$ cat src/rtl/sync_fifo_v2_pkg.sv
//------------------------------------------------------------------------------
// sync_fifo_v2_pkg : shared constants and helpers for sync_fifo_v2
// Revision : 1.0 - initial release
//------------------------------------------------------------------------------
`default_nettype none

package sync_fifo_v2_pkg;

  localparam int FWFT_OFF     = 0;
  localparam int FWFT_ON      = 1;
  localparam int PARITY_MAX_W = 256;

  // Pointer carries one extra wrap bit above the address bits.
  function automatic int ptr_width(input int depth);
    return $clog2(depth) + 1;
  endfunction

  // Zero-extended operands do not change the result.
  function automatic logic even_parity(input logic [PARITY_MAX_W-1:0] data);
    return ^data;
  endfunction

endpackage

`default_nettype wire

$ cat src/rtl/sync_fifo_v2_ram.sv
//------------------------------------------------------------------------------
// sync_fifo_v2_ram : simple dual-port RAM, registered read port, no array reset
// Revision : 1.0 - initial release
//------------------------------------------------------------------------------
`default_nettype none

module sync_fifo_v2_ram
  import sync_fifo_v2_pkg::*;
#(
  parameter int ADDR_WIDTH = 4,
  parameter int WIDTH      = 16
) (
  input  logic                  clk,
  input  logic                  wr_en,
  input  logic [ADDR_WIDTH-1:0] wr_addr,
  input  logic [WIDTH-1:0]      wr_data,
  input  logic                  rd_en,
  input  logic [ADDR_WIDTH-1:0] rd_addr,
  output logic [WIDTH-1:0]      rd_data
);

  logic [WIDTH-1:0] mem [2**ADDR_WIDTH];
  logic [WIDTH-1:0] rd_data_q;

  always_ff @(posedge clk) begin
    if (wr_en) mem[wr_addr] <= wr_data;
    if (rd_en) rd_data_q <= mem[rd_addr];
  end

  assign rd_data = rd_data_q;

endmodule

`default_nettype wire

$ cat src/rtl/sync_fifo_v2.sv
//------------------------------------------------------------------------------
// sync_fifo_v2 : single-clock FIFO, standard/FWFT read, thresholds, error flags
// Optional RAM parity enabled by macro SYNC_FIFO_V2_PARITY_EN
// Revision : 1.0 - initial release
//------------------------------------------------------------------------------
`default_nettype none

module sync_fifo_v2
  import sync_fifo_v2_pkg::*;
#(
  parameter int ADDR_WIDTH = 4,
  parameter int DATA_WIDTH = 16,
  parameter int DEPTH      = 16,
  parameter int FWFT       = FWFT_OFF
) (
  input  logic                  clk,
  input  logic                  reset,
  input  logic                  flush,
  input  logic                  wdata_valid,
  input  logic [DATA_WIDTH-1:0] write_data,
  output logic                  write_ack,
  input  logic                  read_req,
  output logic [DATA_WIDTH-1:0] read_data,
  output logic                  rdata_valid,
  input  logic [ADDR_WIDTH:0]   aempty_thresh,
  input  logic [ADDR_WIDTH:0]   afull_thresh,
  output logic [ADDR_WIDTH:0]   fifo_level,
  output logic                  fifo_empty,
  output logic                  fifo_aempty,
  output logic                  fifo_full,
  output logic                  fifo_afull,
  output logic                  overflow,
  output logic                  underflow,
  output logic                  parity_err
);

  localparam int PTR_W = ADDR_WIDTH + 1;
`ifdef SYNC_FIFO_V2_PARITY_EN
  localparam int RAM_W = DATA_WIDTH + 1;
`else
  localparam int RAM_W = DATA_WIDTH;
`endif
  localparam logic [PTR_W-1:0] LEVEL_MAX = PTR_W'(DEPTH);

  generate
    if (DEPTH != 2**ADDR_WIDTH || ptr_width(DEPTH) != PTR_W) begin : g_bad_depth
      $error("sync_fifo_v2: DEPTH must equal 2**ADDR_WIDTH");
    end
  endgenerate

  logic [PTR_W-1:0] wptr_q, wptr_d, rptr_q, rptr_d, level_q, level_d;
  logic write_ack_q, write_ack_d, rvalid_q, rvalid_d;
  logic empty_q, empty_d, aempty_q, aempty_d, full_q, full_d, afull_q, afull_d;
  logic overflow_q, overflow_d, underflow_q, underflow_d;

  logic             block, wr_accept, ptr_empty;
  logic             pop, ram_re, rd_underflow, rvalid_next;
  logic [RAM_W-1:0] ram_wdata, ram_rdata;

  assign block     = reset | flush;
  assign wr_accept = wdata_valid & ~full_q & ~block;
  assign ptr_empty = (wptr_q == rptr_q);

  generate
    if (FWFT == FWFT_ON) begin : g_fwft
      // The RAM read register is the head register; refill whenever it frees up.
      assign pop          = read_req & rvalid_q & ~block;
      assign ram_re       = ~block & ~ptr_empty & (~rvalid_q | pop);
      assign rd_underflow = read_req & ~rvalid_q & ~block;
      assign rvalid_next  = ram_re | (rvalid_q & ~pop);
    end else begin : g_std
      assign pop          = read_req & ~ptr_empty & ~block;
      assign ram_re       = pop;
      assign rd_underflow = read_req & ptr_empty & ~block;
      assign rvalid_next  = pop;
    end
  endgenerate

  always_comb begin
    wptr_d      = wptr_q + PTR_W'(wr_accept);
    rptr_d      = rptr_q + PTR_W'(ram_re);
    level_d     = level_q + PTR_W'(wr_accept) - PTR_W'(pop);
    write_ack_d = wr_accept;
    rvalid_d    = rvalid_next;
    overflow_d  = overflow_q | (wdata_valid & full_q & ~block);
    underflow_d = underflow_q | rd_underflow;
    empty_d     = (level_d == '0);
    full_d      = (level_d == LEVEL_MAX);
    aempty_d    = (level_d <= aempty_thresh);
    afull_d     = (level_d >= afull_thresh);
    if (flush) begin
      wptr_d      = '0;
      rptr_d      = '0;
      level_d     = '0;
      write_ack_d = 1'b0;
      rvalid_d    = 1'b0;
      overflow_d  = 1'b0;
      underflow_d = 1'b0;
      empty_d     = 1'b1;
      full_d      = 1'b0;
      aempty_d    = 1'b1;
      afull_d     = 1'b0;
    end
  end

  always_ff @(posedge clk) begin
    if (reset) begin
      wptr_q      <= '0;
      rptr_q      <= '0;
      level_q     <= '0;
      write_ack_q <= 1'b0;
      rvalid_q    <= 1'b0;
      overflow_q  <= 1'b0;
      underflow_q <= 1'b0;
      empty_q     <= 1'b1;
      full_q      <= 1'b0;
      aempty_q    <= 1'b1;
      afull_q     <= 1'b0;
    end else begin
      wptr_q      <= wptr_d;
      rptr_q      <= rptr_d;
      level_q     <= level_d;
      write_ack_q <= write_ack_d;
      rvalid_q    <= rvalid_d;
      overflow_q  <= overflow_d;
      underflow_q <= underflow_d;
      empty_q     <= empty_d;
      full_q      <= full_d;
      aempty_q    <= aempty_d;
      afull_q     <= afull_d;
    end
  end

`ifdef SYNC_FIFO_V2_PARITY_EN
  assign ram_wdata  = {even_parity(PARITY_MAX_W'(write_data)), write_data};
  assign parity_err = rvalid_q & (^ram_rdata);
`else
  assign ram_wdata  = write_data;
  assign parity_err = 1'b0;
`endif

  sync_fifo_v2_ram #(
    .ADDR_WIDTH (ADDR_WIDTH),
    .WIDTH      (RAM_W)
  ) u_ram (
    .clk     (clk),
    .wr_en   (wr_accept),
    .wr_addr (wptr_q[ADDR_WIDTH-1:0]),
    .wr_data (ram_wdata),
    .rd_en   (ram_re),
    .rd_addr (rptr_q[ADDR_WIDTH-1:0]),
    .rd_data (ram_rdata)
  );

  // RAM output is unreset, so mask it while no word is presented.
  assign read_data   = rvalid_q ? ram_rdata[DATA_WIDTH-1:0] : '0;
  assign rdata_valid = rvalid_q;
  assign write_ack   = write_ack_q;
  assign fifo_level  = level_q;
  assign fifo_empty  = empty_q;
  assign fifo_aempty = aempty_q;
  assign fifo_full   = full_q;
  assign fifo_afull  = afull_q;
  assign overflow    = overflow_q;
  assign underflow   = underflow_q;

endmodule

`default_nettype wire
$ cat config.mk
export PLATFORM = sky130hd
export DESIGN_NAME = sync_fifo_v2
export DESIGN_NICKNAME = d
export VERILOG_FILES = /design/src/rtl/sync_fifo_v2_pkg.sv /design/src/rtl/sync_fifo_v2_ram.sv /design/src/rtl/sync_fifo_v2.sv
export SDC_FILE = /design/constraint.sdc
export NUM_CORES = 1
export LEC_CHECK = 0
export BUFFER_PORTS_ARGS = -buffer_cell sky130_fd_sc_hd__buf_2
export CAP_MARGIN = 20
export CORE_UTILIZATION = 40
export CTS_BUF_LIST = sky130_fd_sc_hd__clkbuf_4 sky130_fd_sc_hd__clkbuf_8
export CTS_CLUSTER_DIAMETER = 80
export DETAILED_ROUTE_END_ITERATION = 7
export SETUP_SLACK_MARGIN = 0.1
export SLEW_MARGIN = 20
export SYNTH_ARGS = -nofsm -noshare
export SYNTH_HDL_FRONTEND = slang
export SYNTH_SLANG_ARGS = --single-unit
$ cat constraint.sdc
create_clock -name clk -period 6.6 [get_ports clk]
set_clock_uncertainty 0.15 [all_clocks]
set_input_delay 0.33 -clock clk [delete_from_list [all_inputs] [get_ports clk]]
set_output_delay 0.33 -clock clk [all_outputs]
set_load 0.02 [all_outputs]
# After elaboration in Yosys (flattened, before gate mapping)
# Memories as Yosys holds them, arrays and structs flattened. A register that Yosys moved wholly into a read port is not among the register bits.
# Cells that the tools add are included.
[word_totals] regBits=23 ram_bits=256 input_bits=31 output_inout_bits=30 elab_cells=39 memories=1
[mem_list] name="u_ram.mem" words=16 width=16 read_ports=1 rd_clocked_by_memory_dff=1 wr=1 line="sync_fifo_v2_ram.sv:22" text="logic [WIDTH-1:0] mem [2**ADDR_WIDTH];"
[classes] add_sub_neg=4 order_cmp=2 n_eq_ne=2 n_mux=3 bitwise=14 reduce_logical=2
[op_table] operator="two-way mux 16 bit" count=1
[op_table] operator="adder 5 x 1 -> 5 bit" count=3
[op_table] operator="AND 1 bit" count=8
[op_table] operator="equality test 5 bit" count=1
[op_table] operator="equality test 5 bit, second input constant" count=1
[op_table] operator="greater-or-equal comparator 5 bit" count=1
[op_table] operator="<= comparator 5 bit" count=1
[op_table] operator="zero test 5 bit" count=1
[op_table] operator="subtractor 5 x 1 -> 5 bit" count=1
[op_table] operator="inverter 1 bit" count=3
[op_table] operator="OR 1 bit" count=3
[op_table] operator="two-way mux 1 bit" count=2
[op_table] operator="OR reduction 2 bit" count=1

# Depth between registers and ports, before layout
# Gate-level depths: netlist (run 1).
[depth] depth_word=6 ltp_mapped=18 depth_no_buf=16

# Modules after synthesis
# A second synthesis (run 1) with hierarchy kept.
[hier_totals] cells_unflattened=591 area_unflattened_um2=11566.1
[by_module_without_submodules] module="sync_fifo_v2_ram" n_inst=1 cells_per_inst=432 area_each_um2=10203.5 seq_area_each_um2=8167.8
[by_module_without_submodules] module="sync_fifo_v2" n_inst=1 cells_per_inst=159 area_each_um2=1362.6 seq_area_each_um2=460.4

# Least setup slack after synthesis (run 1)
# Ideal clock, no wire load.
[synth_timing] kind="reg-to-reg" start="register rptr_q[0]" end="register afull_q, in the netlist fifo_afull" setup_ns=0.079 t_arrival_ns=3.402 required_time_ns=6.371 slack_ns=2.969 path_stages_with_launch=18 n_path_buf=2 period_less_slack_ns=3.631 cell_sequence="dfxtp_1 -> buf_6 -> buf_6 -> xor2_1 -> nor2_1 -> a2111o_1 -> o21ai_1 -> ha_1 -> inv_1 -> fa_1 -> nor2b_1 -> o21ai_1 -> a21oi_1 -> nor2_1 -> ha_1 -> nor3b_1 -> or3b_1 -> o211ai_1"
[synth_between] elab_chain_len=6
[synth_lines] element="start, declared" line="sync_fifo_v2.sv:51" text="logic [PTR_W-1:0] wptr_q, wptr_d, rptr_q, rptr_d, level_q, level_d;"
[synth_lines] element="start signal, assigned" line="sync_fifo_v2.sv:121" text="rptr_q <= rptr_d;"
[synth_lines] element="equality test 5 bit" line="sync_fifo_v2.sv:62" text="assign ptr_empty = (wptr_q == rptr_q);"
[synth_lines] element="inverter 1 bit" line="sync_fifo_v2.sv:72" text="assign pop = read_req & ~ptr_empty & ~block;"
[synth_lines] element="AND 1 bit (2 in series)" line="sync_fifo_v2.sv:72"
[synth_lines] element="subtractor 5 x 1 -> 5 bit" line="sync_fifo_v2.sv:82" text="level_d = level_q + PTR_W'(wr_accept) - PTR_W'(pop);"
[synth_lines] element="greater-or-equal comparator 5 bit" line="sync_fifo_v2.sv:90" text="afull_d = (level_d >= afull_thresh);"
[synth_lines] element="end signal, assigned" line="sync_fifo_v2.sv:130" text="afull_q <= afull_d;"
[synth_lines] element="end, declared" line="sync_fifo_v2.sv:53" text="logic empty_q, empty_d, aempty_q, aempty_d, full_q, full_d, afull_q, afull_d;"
# No other way between the ends.
# A chain may end at the register's enable or synchronous reset.

# Worst setup path in the final report (run 1)
[layout_timing] start="register rptr_q[3]" end="register afull_q, in the netlist fifo_afull"
# Same word-level chain as after synthesis.

==> results of run 1 <==
==> how the worst max path moves through the flow <==
stage / from / end / slack (ns) / cells past startpoint
floorplan: rptr_q[0]$_SDFF_PP0_ / fifo_afull$_SDFF_PP0_ / 2.97 / 17
global placement: rptr_q[3]$_SDFF_PP0_ / fifo_afull$_SDFF_PP0_ / 2.32 / 15
detailed placement: rptr_q[3]$_SDFF_PP0_ / fifo_afull$_SDFF_PP0_ / 2.08 / 15
CTS: rptr_q[3]$_SDFF_PP0_ / fifo_afull$_SDFF_PP0_ / 2.09 / 15
global route: rptr_q[3]$_SDFF_PP0_ / fifo_afull$_SDFF_PP0_ / 1.74 / 15
finish: rptr_q[3]$_SDFF_PP0_ / fifo_afull$_SDFF_PP0_ / 2.00 / 15
==> state kept, by name (all words and copies together) (netlist names), 5 cells and up <==
register and cells:
fifo_level 5, u_ram.mem 256, wptr_q 5, u_ram.rd_data 16
rptr_q 5
==> cell type report <==
| type | instances | area, um^2 | share of cell area [%] |
|---|---|---|---|
| Sequential cell | 295 | 8640 | 63.3 |
| Tap cell | 384 | 480 | 3.52 |
| Clock inverter | 20 | 121 | 0.889 |
| Inverter | 18 | 67.6 | 0.495 |
| Multi-Input combinational cell | 273 | 2990 | 21.9 |
| Timing Repair Buffer | 94 | 598 | 4.38 |
| Clock buffer | 61 | 752 | 5.51 |
==> per-layer routing <==
metal  global-route usage, %  wire length, um
met5                       0                0
met4                    5.88              621
met3                    3.78             1290
met2                    27.7            12200
met1                    21.1            10200
==> through the flow <==
step	area (um^2)	total power [mW]	util, %
global placement	12600	2.16	43.6
CTS	13600	3.62	47.2
detailed placement	12600	2.17	43.6
floorplan	11900	2.12	-
finish	13600	3.58	47.2
global route	13600	3.70	47.2
==> worst reg2reg max path: cells and delay by family, from the launching register on <==
family,cells,cell delay (ns)
xor+xnor,1,0.15
fa+ha+maj,3,0.96
buf+inv,1,0.07
compound gates,5,0.82
simple gates,5,1.41
flops,1,0.98
==> cell families (layout without fill, tap and decap cells) <==
| kind of cell | after synthesis | in the layout | share of synthesized area [%] |
|---|---|---|---|
| compound gates | 57 | 57 | 3.68 |
| xor+xnor | 13 | 13 | 1.07 |
| fa+ha+maj | 16 | 16 | 1.75 |
| buf+inv | 52 | 193 | 2.42 |
| flops | 295 | 295 | 72.7 |
| mux | 81 | 81 | 13.6 |
| other cells | 1 | 1 | 0.0316 |
| simple gates | 105 | 105 | 4.83 |
==> where the power goes <==
group          internal [mW]  switching, mW  total [mW]
logic                 0.0341         0.0512      0.0853
registers               2.04        0.00357        2.05
clock network          0.781          0.664        1.45
total                   2.86          0.719        3.58
==> repair_timing <==
action	CTS	global route
setup buffers	0	0
endpoints found under the hold margin	159	0
hold buffers	16	0
==> cells in the mapped netlist (all sizes together) (3+ instances only) <==
| library cell | count | area share (%) |
|---|---|---|
| and2 | 22 | 1.2 |
| o21ai | 5 | 0.21 |
| nand4 | 3 | 0.16 |
| inv | 18 | 0.57 |
| nand3 | 4 | 0.17 |
| edfxtp | 272 | 69 |
| a21oi | 22 | 0.96 |
| or2 | 4 | 0.21 |
| dfxtp | 23 | 3.9 |
| nor2b | 18 | 0.95 |
| ha | 15 | 1.6 |
| a211oi | 17 | 1.6 |
| mux2i | 17 | 1.4 |
| mux4 | 64 | 12 |
| nand2 | 6 | 0.19 |
| buf | 25 | 1.6 |
| xnor2 | 3 | 0.22 |
| nor2 | 26 | 0.82 |
| clkbuf | 9 | 0.28 |
| nor3 | 7 | 0.29 |
| xor2 | 9 | 0.66 |
| nand2b | 4 | 0.21 |
==> results.ini, run 1 <==
[clocking]
h-tree-depth=2
cts_tree=done
ctsResizeCount=0
cts.sinks=295
clk_latency_ns=0.55
cts_buffers=46
path_clk_slew_ns=0.07
cts-root-buf=clkbuf_8
clockBufferDepth=3

[routing]
post-route-drc-count=0
firstDrtPassIters=7
post_drt_via_cell_ratio=5.26
ant_nets=0
wire_per_inst_um=21.3
drt_first_iter_violations=374
wl_um=24400
vias=6020

[sta]
fin_crit_ns=4.60
rsz0062_at_grt=no
setup_ws_ns=2.00
period_share_pct=69.8
slew_viol_final=0
slew_headroom_pct=27.5
hold_viol_final=0
tightestPinTransition_ns=1.08
fmax_mhz=217
tns_ns=0
hold_ws_ns=0.0302
finalSetupViolations=0

[worst_setup_path]
worst_ep_arrival_time_ns=4.93
crit_type=flop to flop
r2r_cells=15
crit_path_end_kind=flop
crit_chain=xor2_1 > nor3_1 > a21oi_2 > o21ai_1 > ha_1 > inv_1 > fa_1 > nor2b_1 > o21ai_1 > a21oi_1 > nor2_1 > ha_1 > nor3b_1 > or3b_1 > o211ai_1
r2r-end=fifo_afull$_SDFF_PP0_
cpPeakStageDelay_ns=0.98
crit_required_ns=6.92
path_delay_family=simple AND/OR/NAND/NOR gates
crit_buf_inv=1
rrSetupSlack_ns=2.00
crit_slowest_cell=dfxtp_2
rr_startpoint=rptr_q[3]$_SDFF_PP0_
start_kind=flop
crit_fanout=36

[worst_hold_path]
hold-path-endpoint=u_ram.mem[8][4]$_DFFE_PP_
whs_path_depth=1
worstHoldPathType=input pin to flop
hold_start=write_data[4]

[cells_and_area]
drive_above_1_share_pct=31.3
diodes=0
layout_commonest_cell=edfxtp_1
nNetsFinal=775
fillers=2413
area_delta_synth_final_pct=14.9
fin_cells=1145
final_cell_mix=edfxtp_1, mux4_2, buf_2

[logic_synthesis]
synth-seq-cells=295
yosysUniqueCellTypes=51
syn_area_per_cell_um2=19.2
synth_edf_count=272
synth_nets=667
ys_seq_area_share_pct=72.7
async_flop_share_pct=0
ys_warn_count=0
ys.flop_type=edfxtp_1
syn_inst=620
syn_area_um2=11900

[placed_design]
routabilityCongestion=0.824
dpl_worst_slack_ns=2.08
port_buffers=59
dp_cells=1048
dp_hpwl_um=14600

[floorplan]
dieArea_um2=30400
core_area_um2=28900
initial_utilization_pct=41.0
rows=62
die_w_um=174
die_h_um=174
io_pins=61

[global_routing]
grt_pass1_wl_um=37400
overflow=0
grt_use_total_pct=16.6
antenna_found_initial=0
grt_max_degree=67
grt_pass1_vias=6426

[job]
maxCapViolCount=0

[power_and_ir_drop]
vdd.ir_drop.worst_mv=0.120
power_density_nw_per_um2=262
p_leak_nw=4.51

[status]
outcome=finished clean

(Power assumes the default switching activity.)
==> inputs of run 2 (changes only) <==
Clock period 6.6 ns to 3.8 ns, I/O delays scaled along.
==> run 2 against run 1 <==
Critical path depth stayed put. Largest power group unchanged. Clock power is 76% higher. Final cell count is 3.4% higher. Fmax is 31% higher. Largest cell class unchanged. Sequential power is 73% higher.
==> results.ini, run 2 (synthesized netlist as in run 1, its figures left out) <==
[worst_setup_path]
rrSetupSlack_ns=0.29
r2r_cells=15
r2r-end=fifo_afull$_SDFF_PP0_
crit_fanout=5
rr_startpoint=wptr_q[0]$_SDFF_PP0_
crit_type=flop to flop
start_kind=flop
crit_path_end_kind=flop
crit_required_ns=4.12
worst_ep_arrival_time_ns=3.83

[routing]
wl_met1_um=10500
wl_met2_um=12600
wl_um=24900
post_drt_via_cell_ratio=5.19
wire_per_inst_um=21.0
top_layer=met4
post-route-drc-count=0
drt_first_iter_violations=546
ant_nets=0
dr_wl_met3_um=1340
vias=6144
firstDrtPassIters=5

[sta]
period_share_pct=92.4
fin_crit_ns=3.51
hold_ws_ns=0.0875
slew_headroom_pct=33.2
tightestPinTransition_ns=1.00
finalSetupViolations=0
tns_ns=0
setup_ws_ns=0.289
rsz0062_at_grt=no
slew_viol_final=0
hold_viol_final=0
fmax_mhz=285

[floorplan]
initial_utilization_pct=41.0
core_area_um2=28900
rows=62
die_w_um=174
dieArea_um2=30400
die_h_um=174
io_pins=61

[power_and_ir_drop]
p_leak_nw=4.71
power_density_nw_per_um2=447
vdd.ir_drop.worst_mv=0.204

[placed_design]
dpl_worst_slack_ns=0.0211
port_buffers=59
routabilityCongestion=0.830
dp_hpwl_um=15100

[cells_and_area]
final_cell_mix=edfxtp_1, mux4_2, buf_2
layout_commonest_cell=edfxtp_1
fillers=2382
area_delta_synth_final_pct=18.1
seq_area_um2=8640
nNetsFinal=813
diodes=0
largest_reg_flops=256
largest_register=u_ram.mem
drive_above_1_share_pct=34.6
multiInputGateArea_um2=3050

[clocking]
cts_tree=done
clk_latency_ns=0.54
cts_buffers=47
clockBufferDepth=3
cts.sinks=295
path_clk_slew_ns=0.06
cts-root-buf=clkbuf_8
h-tree-depth=2

[global_routing]
antenna_found_initial=0
grt_pass1_vias=6494
grt_pass1_wl_um=38000
grt_use_total_pct=16.7
grt_max_degree=67
overflow=0

[worst_hold_path]
hold-path-endpoint=fifo_aempty$_SDFF_PP1_
hold_start=aempty_thresh[1]
whs_path_depth=5
worstHoldPathType=input pin to flop

[job]
maxCapViolCount=0

[status]
outcome=finished clean

-- run 2: cell types whose count changed in the layout (fill, tap and decap cells not counted), moves of 2 or more --
cell | before | now
buf_4 | 19 | 46
dlygate4sd3_1 | 16 | 26
xor2_1 | 9 | 6
xor2_2 | 0 | 3
dfxtp_1 | 19 | 17
dfxtp_2 | 3 | 5
ha_1 | 15 | 13
-- run 2: critical path: stages, from the launching register on --
cell and delay (ns):
dfxtp_1 0.35, xor2_1 0.17, nor2_2 0.09, a2111o_1 0.43, o21ai_1 0.10, ha_2 0.21
inv_1 0.06, fa_1 0.43, nor2b_1 0.16, o21ai_2 0.10, a21oi_2 0.19, nor2_2 0.09
ha_1 0.30, nor3b_2 0.18, or3b_1 0.37, o211ai_1 0.09
-- run 2: area by class of cell --
cell class,count,area share (%)
repair buffers,131,6.42
multi-input cells,273,21.8
clock inverters,21,0.874
well taps,384,3.43
flip-flops and latches,295,61.6
clock buffers,62,5.46
inverters,18,0.482
-- run 2: worst max-delay path by stage --
stage                    startpoint               endpoint  slack, ns  depth (start not counted)
2_1_floorplan  rptr_q[0]$_SDFF_PP0_  fifo_afull$_SDFF_PP0_       0.17                         17
3_3_place_gp   rptr_q[4]$_SDFF_PP0_  fifo_afull$_SDFF_PP0_       0.13                         15
3_5_place_dp   rptr_q[4]$_SDFF_PP0_  fifo_afull$_SDFF_PP0_       0.02                         15
4_1_cts        rptr_q[4]$_SDFF_PP0_  fifo_afull$_SDFF_PP0_       0.11                         15
5_1_grt        wptr_q[1]$_SDFF_PP0_  fifo_afull$_SDFF_PP0_       0.08                         15
6_report       wptr_q[0]$_SDFF_PP0_  fifo_afull$_SDFF_PP0_       0.29                         15
-- run 2: per-layer routing --
layer  global-route usage (%)  vias to the layer above
met5                        0                        -
met4                     4.82                        0
met3                     2.91                       36
met2                     28.7                      175
met1                     21.6                     3174
li1                         -                     2759
-- run 2: power breakdown --
part / switching [mW] / total, mW / internal, mW
sequential: 0.00327 / 3.55 / 3.55
combinational: 0.0942 / 0.165 / 0.0706
clock: 1.17 / 2.55 / 1.38
-- run 2: what timing repair did --
| action | 4_1_cts | 5_1_grt |
|---|---|---|
| setup endpoints to repair | 2 | 2 |
| resized for setup | 2 | 13 |
| buffers inserted | 0 | 2 |
| hold endpoints to repair | 269 | 0 |
| hold buffers | 26 | 0 |
| pin swaps | 0 | 4 |
-- run 2: metrics by stage --
step	util [%]	area (um^2)	total power, mW	std cells
6_report	48.5	14000	6.27	1184
2_1_floorplan	-	11900	3.69	620
5_1_grt	48.5	14000	6.49	1184
4_1_cts	48.2	13900	6.33	1182
3_5_place_dp	44.2	12800	3.76	1073
3_3_place_gp	44.2	12800	3.76	1073
==> inputs of run 3 (changes only) <==
Settings changed: CORE_ASPECT_RATIO from default to 1.25.
==> run 3 against run 2 <==
Global-route usage up 0.42 points. Die area about the same. Design area down 1.1%. Final cell count down 0.76%. Register-to-register slack worse by 0.04 ns. Sequential share of layout area up 0.71 points. Routed wire length up 1.3%.
==> results.ini, run 3 (synthesized netlist as in run 1, its figures left out) <==
[status]
outcome=finished clean

[cells_and_area]
largest_reg_flops=256
final_cell_mix=edfxtp_1, mux4_2, buf_2
fillers=2502
layout_commonest_cell=edfxtp_1
nNetsFinal=794
utilization_pct=47.4
diodes=0
drive_above_1_share_pct=33.0
largest_register=u_ram.mem
area_delta_synth_final_pct=16.8

[global_routing]
grt_pass1_vias=6575
antenna_found_initial=0
grt_max_degree=67
grt_use_total_pct=17.1
grt_pass1_wl_um=38200
overflow=0

[routing]
wl_um=25200
drt_first_iter_violations=463
wire_per_inst_um=21.4
vias=6104
post_drt_via_cell_ratio=5.19
ant_nets=0
firstDrtPassIters=4
post-route-drc-count=0

[sta]
hold_viol_final=0
tightestPinTransition_ns=1.05
finalSetupViolations=0
hold_ws_ns=0.0523
fmax_mhz=282
fin_crit_ns=3.55
slew_headroom_pct=29.9
period_share_pct=93.5
slew_viol_final=0

[job]
maxCapViolCount=0

[floorplan]
io_pins=61
initial_utilization_pct=40.6
die_h_um=195
dieArea_um2=30400
rows=70
die_w_um=156
core_area_um2=29300

[power_and_ir_drop]
power_density_nw_per_um2=444
vdd.ir_drop.worst_mv=0.208
p_leak_nw=4.60

[worst_setup_path]
crit_type=flop to flop
worst_ep_arrival_time_ns=3.88
crit_fanout=5
rrSetupSlack_ns=0.25
r2r-end=fifo_afull$_SDFF_PP0_
start_kind=flop
crit_path_end_kind=flop
r2r_cells=15
crit_required_ns=4.13
rr_startpoint=wptr_q[1]$_SDFF_PP0_

[placed_design]
port_buffers=59
dp_hpwl_um=14600
routabilityCongestion=0.821

[clocking]
cts_tree=done
clk_latency_ns=0.55
path_clk_slew_ns=0.07
cts-root-buf=clkbuf_8
h-tree-depth=2
clockBufferDepth=3
cts_buffers=42
cts.sinks=295

[worst_hold_path]
worstHoldPathType=input pin to flop
hold_start=aempty_thresh[4]
whs_path_depth=6
hold-path-endpoint=fifo_aempty$_SDFF_PP1_

## run 3: metrics by stage
| step | worst slack [ns] | instance area, um^2 | std cells | total power [mW] | setup TNS, ns |
|---|---|---|---|---|---|
| 6_report | 0.248 | 13900 | 1175 | 6.16 | 0 |
| 3_5_place_dp | 0.104 | 12700 | 1070 | 3.76 | 0 |
| 2_1_floorplan | 0.169 | 11900 | 620 | 3.69 | 0 |
| 3_3_place_gp | 0.210 | 12700 | 1070 | 3.76 | 0 |
| 5_1_grt | -0.0185 | 13900 | 1175 | 6.37 | -0.0185 |
| 4_1_cts | 0.169 | 13800 | 1174 | 6.23 | 0 |
## run 3: worst max path at each step
stage / start / to / slack (ns)
2_1_floorplan: rptr_q[0]$_SDFF_PP0_ / fifo_afull$_SDFF_PP0_ / 0.17
3_3_place_gp: wptr_q[4]$_SDFF_PP0_ / fifo_afull$_SDFF_PP0_ / 0.21
3_5_place_dp: wptr_q[2]$_SDFF_PP0_ / fifo_afull$_SDFF_PP0_ / 0.10
4_1_cts: rptr_q[4]$_SDFF_PP0_ / fifo_afull$_SDFF_PP0_ / 0.17
5_1_grt: wptr_q[1]$_SDFF_PP0_ / fifo_afull$_SDFF_PP0_ / -0.02
6_report: wptr_q[1]$_SDFF_PP0_ / fifo_afull$_SDFF_PP0_ / 0.25
## run 3: timing repair
item	in CTS	in global routing
pin swaps	0	3
setup buffers	0	1
endpoints found under the setup margin	1	2
resized for setup	1	9
hold buffers	28	0
endpoints found under the hold margin	275	0
## run 3: where the power goes
group / switching, mW / leakage (nW) / total [mW] / internal (mW)
registers: 0.00367 / 2.64 / 3.55 / 3.55
logic: 0.0948 / 1.54 / 0.164 / 0.0696
clock network: 1.16 / 0.430 / 2.45 / 1.29
## run 3: layout make-up
cell class | count | area, um^2 | share of cell area (%)
clock buffer | 51 | 664 | 4.79
multi-input combinational | 273 | 3050 | 22.0
tap | 396 | 495 | 3.57
sequential | 295 | 8640 | 62.3
inverter | 18 | 67.6 | 0.487
clock inverter | 25 | 154 | 1.11
timing repair buffer | 117 | 801 | 5.77
## run 3: layer usage
layer	wire length [um]	global-route usage [%]	share of wire (%)
met1	10400	20.4	41
met3	796	2.54	3.2
met2	13400	31.0	53
met5	0	0	0
met4	519	6.10	2.1
## run 3: critical path, cell delays in order (launching register included)
cell and delay [ns]:
dfxtp_1 0.34, xor2_1 0.19, nor2_2 0.09, a2111o_1 0.46
o21ai_1 0.11, ha_2 0.21, inv_1 0.06, fa_1 0.43
nor2b_1 0.16, o21ai_2 0.09, a21oi_2 0.17, nor2_1 0.09
ha_1 0.30, nor3b_4 0.19, or3b_1 0.36, o211ai_1 0.09
